[src/rtl/debug_dump_tx.sv]
// Serialises one pipeline-snapshot frame over a byte-wide UART handshake:
// HEADER, payload bytes MSB first, then the XOR checksum of the payload.
module debug_dump_tx #(
  parameter int unsigned         NB_DATA    = 8,
  parameter int unsigned         NB_ID_EX   = 144,
  parameter int unsigned         NB_EX_MEM  = 32,
  parameter int unsigned         NB_MEM_WB  = 48,
  parameter int unsigned         NB_WB_ID   = 40,
  parameter int unsigned         NB_CONTROL = 24,
  parameter logic [NB_DATA-1:0]  HEADER     = 8'hA5
) (
  input  logic                  clk,
  input  logic                  i_reset,
  input  logic                  i_send,
  input  logic [NB_ID_EX-1:0]   i_segment_registers_ID_EX,
  input  logic [NB_EX_MEM-1:0]  i_segment_registers_EX_MEM,
  input  logic [NB_MEM_WB-1:0]  i_segment_registers_MEM_WB,
  input  logic [NB_WB_ID-1:0]   i_segment_registers_WB_ID,
  input  logic [NB_CONTROL-1:0] i_control_registers_ID_EX,
  input  logic                  i_txDone,
  output logic                  o_tx_start,
  output logic [NB_DATA-1:0]    o_data,
  output logic                  o_busy,
  output logic                  o_done
);

  localparam int unsigned NbTotal = NB_ID_EX + NB_EX_MEM + NB_MEM_WB + NB_WB_ID + NB_CONTROL;
  localparam int unsigned NbPay   = NbTotal / NB_DATA;
  localparam int unsigned NbFrame = NbPay + 2;
  localparam int unsigned IdxW    = $clog2(NbFrame + 1);

  localparam logic [IdxW-1:0] LastIdx = IdxW'(NbFrame - 1);
  localparam logic [IdxW-1:0] PayLast = IdxW'(NbPay);

  localparam logic [1:0] StIdle = 2'd0;
  localparam logic [1:0] StSend = 2'd1;
  localparam logic [1:0] StWait = 2'd2;
  localparam logic [1:0] StDone = 2'd3;

  logic [1:0]         state_q, state_d;
  logic [IdxW-1:0]    idx_q, idx_d;
  logic [NB_DATA-1:0] csum_q, csum_d;
  logic [NB_DATA-1:0] data_q, data_d;
  logic [NbTotal-1:0] buf_q, buf_d;
  logic [NB_DATA-1:0] top_byte;

  assign top_byte = buf_q[NbTotal-1 -: NB_DATA];

  always_comb begin
    state_d = state_q;
    idx_d   = idx_q;
    csum_d  = csum_q;
    data_d  = data_q;
    buf_d   = buf_q;
    case (state_q)
      StIdle: begin
        if (i_send) begin
          buf_d   = {i_segment_registers_ID_EX, i_segment_registers_EX_MEM,
                     i_segment_registers_MEM_WB, i_segment_registers_WB_ID,
                     i_control_registers_ID_EX};
          idx_d   = '0;
          csum_d  = '0;
          data_d  = HEADER;
          state_d = StSend;
        end
      end
      StSend: state_d = StWait;
      StWait: begin
        if (i_txDone) begin
          idx_d = idx_q + 1'b1;
          if (idx_q == LastIdx) begin
            state_d = StDone;
          end else begin
            state_d = StSend;
            // Payload bytes pop off the top of the buffer; the byte after them is the checksum.
            if (idx_q < PayLast) begin
              data_d = top_byte;
              csum_d = csum_q ^ top_byte;
              buf_d  = buf_q << NB_DATA;
            end else begin
              data_d = csum_q;
            end
          end
        end
      end
      StDone:  state_d = StIdle;
      default: state_d = StIdle;
    endcase
  end

  always_ff @(posedge clk) begin
    if (i_reset) begin
      state_q <= StIdle;
      idx_q   <= '0;
      csum_q  <= '0;
      data_q  <= '0;
      buf_q   <= '0;
    end else begin
      state_q <= state_d;
      idx_q   <= idx_d;
      csum_q  <= csum_d;
      data_q  <= data_d;
      buf_q   <= buf_d;
    end
  end

  assign o_tx_start = (state_q == StSend);
  assign o_busy     = (state_q != StIdle);
  assign o_done     = (state_q == StDone);
  assign o_data     = data_q;

endmodule

[config.mk]
export PLATFORM = sky130hd
export DESIGN_NAME = debug_dump_tx
export DESIGN_NICKNAME = d
export VERILOG_FILES = /design/src/rtl/debug_dump_tx.sv
export SDC_FILE = /design/constraint.sdc
export NUM_CORES = 1
export LEC_CHECK = 0
export ABC_AREA = 1
export CORE_MARGIN = 4
export CORE_UTILIZATION = 45
export CTS_CLUSTER_SIZE = 28
export DETAILED_ROUTE_END_ITERATION = 10
export MAX_ROUTING_LAYER = met4
export PLACE_DENSITY = 0.7
export SYNTH_ARGS = -nofsm -noshare
export SYNTH_HDL_FRONTEND = slang
export SYNTH_SLANG_ARGS = --single-unit
[constraint.sdc]
create_clock -name clk -period 3.1 [get_ports clk]
set_input_delay 0.775 -clock clk [delete_from_list [all_inputs] [get_ports clk]]
set_output_delay 0.775 -clock clk [all_outputs]
set_load 0.01 [all_outputs]
==> results.yml <==
status:
  status: "finished, final reports clean"
place:
  gp_congestion: 0.847
  placed_area_mm2: 0.0200
  post-place-cells: 3574
  hpwl_mm: 31.6
  post-place-ws_ps: 335
  port_buffers: 302
global_routing:
  overflow: 0
  grt_max_degree: 191
  antenna_found_initial: 3
  grt_pass1_vias: 16653
  grt.total_usage_pct: 23.3
  grt_pass1_wl_mm: 80.0
sta:
  period_minus_slack_ps: 2530
  setup_slack_ps: 565
  maxSlewHeadroom_pct: 39.1
  rsz0062_at_grt: "no"
  finalCritPeriodShare_pct: 81.8
  setup_viol: 0
  tns_ps: 0
  hold_viol_final: 0
  drv_slew: 0
  skew_ps: 12.6
  hold_slack_ps: 465
  fmax_mhz: 395
  tightest_slew_ps: 913
floorplan:
  die_x_um: 203
  die_h_um: 203
  die-area_mm2: 0.0412
  start_util_pct: 45.5
  io-pin-count: 303
  coreArea_mm2: 0.0376
  rows: 71
worst_setup_path:
  path_max_fanout: 6
  worstPathRequired_ps: 2320
  reg2reg_slack_ps: 920
  startpoint_type: "register"
  endpoint_kind: "output pin"
  rr_startpoint: "state_q[1]"
  crit_type: "register to output pin"
  r2r-end: "buf_q[241]"
  rr_worst_depth: 9
  arrival_ps: 1760
cells_and_area:
  stdcell_area_mm2: 0.0212
  final_cell_mix: "nand2_1, nor2_1, dfxtp_1"
  stdcell_count: 3642
  final_common_cell: "nand2_1"
  final_util_pct: 56.4
  final_nets: 3396
  drive_gt1_share_pct: 3.26
  syn_to_final_growth_pct: 23.8
route:
  wl_per_cell_um: 13.4
  drtPass1Iterations: 5
  num_vias: 17537
  via_per_inst: 4.82
  drc_errors: 0
  ant_nets: 0
  drt_wl_total_mm: 48.6
  drt_iter0_markers: 1259
synthesis:
  synth_xor_xnor_area_share_pct: 0.461
  synth_top_family_by_area: "simple AND/OR/NAND/NOR gates"
  syn_area_per_cell_um2: 5.85
  synth_compound_area_share_pct: 0.958
  ys_seq_area_share_pct: 36.5
  ys_ff_latch: 312
  ys_warn_count: 0
  syn_nets: 3217
  synth.distinct_cells: 25
  netlist_area_mm2: 0.0171
  syn_inst: 2923
  synth-simple-area-share_pct: 48.2
  synthAdderAreaFrac_pct: 0.146
  synth.area.mux_share_pct: 0
clock_tree:
  clkSinkCount: 312
  cts-root-buf: "clkbuf_16"
  cts_resized: 0
  cts_setup_buffers: 0
  clk_latency_ps: 520
  cts_buffer_depth: 3
  h-tree-depth: 2
  clkTransAtPathRegs_ps: 60
  cts_hold_buf: 0
  cts_tree: "done"
  cts_buffers: 37
min_path:
  holdPathEnd: "buf_q[90]"
  hold_path_class: "register to register"
  worstHoldStart: "buf_q[90]"
  hold_depth: 2
power:
  peakVddDrop_uv: 355
  p_leak_nw: 11.1
  power.density_mw_per_mm2: 524
  totalPowerFinal_mw: 11.1
flow_run:
  cap_violations: 0
critical path, cell delays in order (launching register included):
cell	delay (ps)
dfxtp_1	540
nand2_1	120
inv_1	70
clkdlybuf4s50_1	530
synthesized netlist by cell type (all sizes together):
library cell | number | area share [%]
a21oi | 24 | 0.70
xnor2 | 8 | 0.41
nand2 | 1187 | 26
o21ai | 6 | 0.18
ha | 2 | 0.15
o22ai | 1 | 0.037
xor2 | 1 | 0.051
nor3b | 1 | 0.044
buf | 129 | 5.8
o21bai | 1 | 0.044
inv | 297 | 6.5
dfxtp | 312 | 37
nand3 | 301 | 8.9
nor2 | 590 | 13
clkbuf | 63 | 1.4
state kept, by name, indices dropped and copies added, names as in the netlist:
register  cells
buf_q       288
csum_q        8
idx_q         6
o_data        8
state_q       2
per-layer routing:
metal / GRT usage, % / share of wire, %
met5: - / 0
met3: 3.37 / 6.2
met4: 5.26 / 1.8
met1: 31.4 / 46
met2: 37.4 / 46
cell families (layout without fill, tap and decap cells):
group	after synthesis	after routing
and+or+nand+nor	2079	2079
buffers and inverters	489	694
DFF	312	312
AOI/OAI and AO/OA	32	32
xor gates and xnor gates	9	9
adders and majority gates	2	2
other	0	3
report_power, final:
| group | internal [mW] | total, mW | leakage, nW | switching (mW) |
|---|---|---|---|---|
| clock | 2.55 | 4.22 | 0.586 | 1.67 |
| combinational | 0.976 | 2.24 | 7.94 | 1.26 |
| sequential | 4.43 | 4.65 | 2.58 | 0.221 |
| total | 7.96 | 11.1 | 11.1 | 3.15 |
worst max-delay path by stage:
| stage | cells after the start | slack, ps | from | to |
|---|---|---|---|---|
| floorplan | 9 | 1280 | i_txDone | buf_q[10] |
| global placement | 8 | 370 | i_txDone | buf_q[145] |
| detailed placement | 8 | 340 | i_txDone | buf_q[144] |
| CTS | 3 | 530 | state_q[1] | o_done |
| global route | 3 | 470 | state_q[1] | o_done |
| finish | 3 | 570 | state_q[1] | o_done |
final cells by class:
class / count / area (µm²)
antenna: 3 / 7.51
clock buffer: 57 / 1110
clock inverter: 8 / 68.8
fill: 3793 / 16400
inverter: 297 / 1140
multi-input combinational: 2122 / 8540
sequential: 312 / 6250
tap: 511 / 639
timing repair buffer: 332 / 3440
Power figures use the tool's default switching activity.
